==> config.mk <==
export PLATFORM = sky130hd
export DESIGN_NAME = alu_sequencer
export DESIGN_NICKNAME = d
export VERILOG_FILES = /design/src/rtl/alu_sequencer.sv
export SDC_FILE = /design/constraint.sdc
export NUM_CORES = 1
export LEC_CHECK = 0
export ABC_AREA = 1
export CORE_MARGIN = 2
export CORE_UTILIZATION = 40
export DETAILED_ROUTE_END_ITERATION = 7
export GPL_ROUTABILITY_DRIVEN = 1
export HOLD_SLACK_MARGIN = 0.05
export RECOVER_POWER = 25
export SYNTH_ARGS = -nofsm -noshare
export SYNTH_HDL_FRONTEND = slang
export SYNTH_SLANG_ARGS = --single-unit
==> constraint.sdc <==
create_clock -name clk -period 2.5 [get_ports clk]
set_clock_uncertainty 0.15 [all_clocks]
set_input_delay 0.375 -clock clk [delete_from_list [all_inputs] [get_ports clk]]
set_output_delay 0.375 -clock clk [all_outputs]
set_load 0.02 [all_outputs]
==> src/rtl/alu_sequencer.sv <==
// Small program sequencer feeding one instruction per cycle to an external accumulator ALU.
// Captures the ALU result each RUN cycle and aborts on a divide-by-zero instruction.
module alu_sequencer #(
    parameter int         PROG_DEPTH = 16,
    parameter logic [3:0] NOP_OP     = 4'b0000
) (
    input  logic       clk,
    input  logic       rst,
    input  logic       wr_en,
    input  logic [3:0] wr_addr,
    input  logic [7:0] wr_data,
    input  logic       start,
    input  logic [4:0] len,
    input  logic [3:0] C,
    output logic [3:0] opcode,
    output logic [3:0] A,
    output logic [3:0] pc,
    output logic       busy,
    output logic       done,
    output logic [3:0] result,
    output logic       err
);

    typedef enum logic [1:0] {
        IDLE,
        RUN,
        DONE
    } state_t;

    localparam logic [3:0] DIV_OP = 4'b0100;
    localparam logic [4:0] DEPTH5 = 5'(PROG_DEPTH);
    localparam logic [4:0] MAX_LEN = 5'd16;

    state_t     state_reg;
    logic [4:0] count_reg;
    logic [7:0] mem [PROG_DEPTH];

    logic [7:0] instr;
    logic       div_zero;
    logic       issue;
    logic       wr_ok;

    assign instr    = mem[pc];
    assign div_zero = (state_reg == RUN) && (instr[7:4] == DIV_OP) && (instr[3:0] == 4'd0);
    assign issue    = (state_reg == RUN) && !div_zero;
    assign opcode   = issue ? instr[7:4] : NOP_OP;
    assign A        = issue ? instr[3:0] : 4'd0;
    assign wr_ok    = wr_en && (state_reg != RUN) && ({1'b0, wr_addr} < DEPTH5);

    // Program memory is cleared by reset, so it lives in registers rather than block RAM.
    always_ff @(posedge clk or negedge rst) begin
        if (!rst) begin
            for (int i = 0; i < PROG_DEPTH; i++) begin
                mem[i] <= {NOP_OP, 4'b0000};
            end
        end else if (wr_ok) begin
            mem[wr_addr] <= wr_data;
        end
    end

    always_ff @(posedge clk or negedge rst) begin
        if (!rst) begin
            state_reg <= IDLE;
            pc        <= 4'd0;
            count_reg <= 5'd0;
            result    <= 4'd0;
            err       <= 1'b0;
            done      <= 1'b0;
            busy      <= 1'b0;
        end else begin
            done <= 1'b0;
            case (state_reg)
                IDLE: begin
                    if (start) begin
                        err <= 1'b0;
                        if (len == 5'd0) begin
                            state_reg <= DONE;
                            done      <= 1'b1;
                        end else begin
                            state_reg <= RUN;
                            busy      <= 1'b1;
                            pc        <= 4'd0;
                            count_reg <= (len > MAX_LEN) ? MAX_LEN : len;
                        end
                    end
                end
                RUN: begin
                    if (div_zero) begin
                        err       <= 1'b1;
                        state_reg <= DONE;
                        busy      <= 1'b0;
                        done      <= 1'b1;
                    end else begin
                        result    <= C;
                        pc        <= pc + 4'd1;
                        count_reg <= count_reg - 5'd1;
                        if (count_reg == 5'd1) begin
                            state_reg <= DONE;
                            busy      <= 1'b0;
                            done      <= 1'b1;
                        end
                    end
                end
                DONE: begin
                    state_reg <= IDLE;
                end
                default: begin
                    state_reg <= IDLE;
                    busy      <= 1'b0;
                end
            endcase
        end
    end

endmodule

==> results.sh <==
export IMPL_path_cells="buf_12 > buf_12 > buf_8 > nor2_4 > nor2_1 > o21ai_0 > nand3_1 > nand2_1 > nand2_2 > inv_1 > nand2_1 > nor2_2 > nand2_2 > nand2_4 > inv_4 > nand2_2 > inv_2 > buf_6"
export IMPL_synthXorXnorAreaFrac_pct=0.498
export IMPL_crit_start="pc[0]"
export IMPL_power_leakage_uw=0.00449
export IMPL_drive_gt1_share_pct=22.0
export IMPL_synthSimpleGateAreaFrac_pct=27.3
export IMPL_die_y_microns=137
export IMPL_io_pins=44
export IMPL_critPathLaunchType="flip-flop"
export IMPL_synth_compound_area_share_pct=13.3
export IMPL_cts_buffer_depth=2
export IMPL_grt_start_max_net_pins=52
export IMPL_maxSlewViolCount=0
export IMPL_worst_pin_slew_ns=0.900
export IMPL_maxSlewHeadroom_pct=40.0
export IMPL_synthTopCellsByCount="nand2_1 (331), o21ai_0 (154), dfrtp_1 (146), nor2_1 (82), inv_1 (52)"
export IMPL_final_area_sq_um=9340
export IMPL_holdPathStages=2
export IMPL_utilization_pct=54.2
export IMPL_critPathMaxFanout=7
export IMPL_drtIter0Drc=514
export IMPL_synth_top_cell_area_share_pct=51.9
export IMPL_first_pass_iters=5
export IMPL_antenna_cells=0
export IMPL_grt_pass1_wl_mm=33.9
export IMPL_synth_distinct_cells=32
export IMPL_ff2ff_path_depth=20
export IMPL_multi_input_area_sq_um=3220
export IMPL_cp_slowest_stage_delay_ns=0.45
export IMPL_rsz0062_at_grt="true"
export IMPL_r2r_end="err"
export IMPL_final_antenna_net_count=0
export IMPL_htreeDepth=4
export IMPL_die_width_microns=137
export IMPL_clk_pin_slew_worst_paths_ns=0.06
export IMPL_maxUsedRoutingLayer="met4"
export IMPL_drcViolationCount=0
export IMPL_rows=48
export IMPL_hold_violations=0
export IMPL_syn_to_final_growth_pct=32.7
export IMPL_async_flop_share_pct=100
export IMPL_cts_tree="yes"
export IMPL_yosys_register_bits=146
export IMPL_cp_common_cell="nand2_2"
export IMPL_synth_nets=943
export IMPL_worstSetupPathType="flip-flop to primary output"
export IMPL_violations="negative setup slack"
export IMPL_die_area_sq_um=18700
export IMPL_synthFlopType="dfrtp_1"
export IMPL_synth_top_area_cell="dfrtp_1"
export IMPL_synth_seq_area_share_pct=51.9
export IMPL_cts_root_buf="clkbuf_16"
export IMPL_fp_coreArea_sq_um=17200
export IMPL_io_buffer_count=43
export IMPL_hold_path_class="flip-flop to flip-flop"
export IMPL_avgSynthCellArea_sq_um=7.69
export IMPL_cts_sinks=146
export IMPL_min_period_over_period_pct=120
export IMPL_timing_rr_start="pc[0]"
export IMPL_synth_edf_count=0
export IMPL_vias=6499
export IMPL_antenna_found_initial=0
export IMPL_worstHoldEndpoint="result[0]"
export IMPL_netlist_area_sq_um=7030
export IMPL_crit_path_end_kind="primary output"
export IMPL_clock_latency_ns=0.43
export IMPL_ys_warnings_count=0
export IMPL_drv_cap=0
export IMPL_crit_path_top_delay_cell="dfrtp_2"
export IMPL_wl_mm=21.4
export IMPL_placed_cell_area_sq_um=8050
export IMPL_cts_buffers=17
export IMPL_dr_wl_met2_mm=9.97
export IMPL_vdd_drop_max_uv=1190
export IMPL_wl_per_cell_microns=16.9
export IMPL_fin_ws_ns=-0.501
export IMPL_avgViaCountPerCell=5.13
export IMPL_synth_adder_area_share_pct=0.534
export IMPL_finalWeightedCongestion=0.877
export IMPL_grtUsageTotal_pct=24.2
export IMPL_period_needed_ns=3.00
export IMPL_ys_top_cells_by_area="dfrtp_1 (52%), nand2_1 (18%), o21ai_0 (11%)"
export IMPL_grt_pass1_vias=6289
export IMPL_grt_overflow_total=0
export IMPL_synth_most_common_cell="nand2_1"
export IMPL_num_fill_cells=1559
export IMPL_initial_core_util_pct=40.8
export IMPL_power_density_nw_per_um2=1500
export IMPL_max_freq_mhz=333
export IMPL_synth_top_family_by_area="simple AND/OR/NAND/NOR gates"
export IMPL_place_ws_ns=-0.415
export IMPL_num_nets_final=1058
export IMPL_setup_viol=9
export IMPL_hold_start="result[0]"
export IMPL_dp_hpwl_mm=13.4
export IMPL_wl_met3_mm=1.24
export IMPL_muxShareOfSynthArea_pct=0
export IMPL_wl_met1_mm=9.73
export IMPL_outcome="finished with violations"
export IMPL_crit_arrival_ns=2.48
export IMPL_r2r_setup_slack_ns=-0.35
export IMPL_required_ns=1.98
export IMPL_synthCells=915
export IMPL_largest_reg_flops=128
export IMPL_ff_latch_area_sq_um=3660
==> per-layer routing <==
layer,up-vias,global-route usage (%)
li1,3161,-
met1,3074,32.5
met2,220,39.1
met3,44,4.85
met4,0,8.04
met5,-,0
==> critical path: cells and delay by family (launching register included) <==
kind / cells / cell delay (ns)
flops: 1 / 0.45
compound gates: 1 / 0.08
buf+inv: 7 / 0.69
simple gates: 10 / 0.85
==> power breakdown <==
part	leakage (uW)	internal, uW	switching (uW)
combinational	0.00232	3420	3840
sequential	0.00190	3570	782
clock	0.000275	1450	930
==> worst max path at each step <==
stage,depth (start not counted),endpoint,slack (ns)
global route,18,opcode[1],-0.61
detailed placement,15,A[0],-0.42
CTS,18,opcode[1],-0.49
floorplan,13,A[0],0.008
finish,18,opcode[1],-0.50
global placement,15,A[0],-0.37
==> layout by cell type, fill, tap and decap left out, drive strengths merged <==
master	count
or2	2
a22o	1
nor2	86
nor3	3
bufbuf	1
xnor2	3
bufinv	1
clkinv	7
dfrtp	146
o21ai	154
o22ai	1
a21oi	20
o211ai	4
dlygate4sd2	1
ha	3
buf	105
o21a	1
xor2	1
dlygate4sd3	1
nand3	40
inv	56
clkdlybuf4s50	33
clkbuf	26
nand4	7
o221ai	1
nor4	2
nand2	335
==> logic make-up after synthesis <==
group,Yosys count
adder cells (fa/ha/maj),3
AND/OR/NAND/NOR,474
AO/OA/AOI/OAI,182
XOR/XNOR,4
buffers and inverters,106
flip-flops,146
==> layout make-up <==
type                    count  area share (%)
flip-flops and latches    146            39.2
multi-input cells         664            34.4
repair buffers            143            15.1
clock buffers              24            5.27
well taps                 225            3.01
inverters                  58            2.39
clock inverters             6           0.590
==> through the flow <==
stage               cells  total power (uW)  setup TNS [ns]  hold slack [ns]
global placement     1193              9610           -2.49            0.149
floorplan             915              7400               0          -0.0706
global route         1266             14900           -4.67            0.348
detailed placement   1193              9700           -2.80            0.146
CTS                  1264             13500           -3.53            0.267
finish               1266             14000           -3.78            0.330
==> what timing repair did <==
action                                  in CTS  in global routing
cloned                                       7                  1
pin swaps                                   39                 44
gates resized for setup                    105                 51
hold buffers                                 1                  0
buffers inserted                            34                  6
endpoints found under the setup margin       8                 26
endpoints found under the hold margin       32                  0
Note: power is estimated with default switching activity, not from simulation.
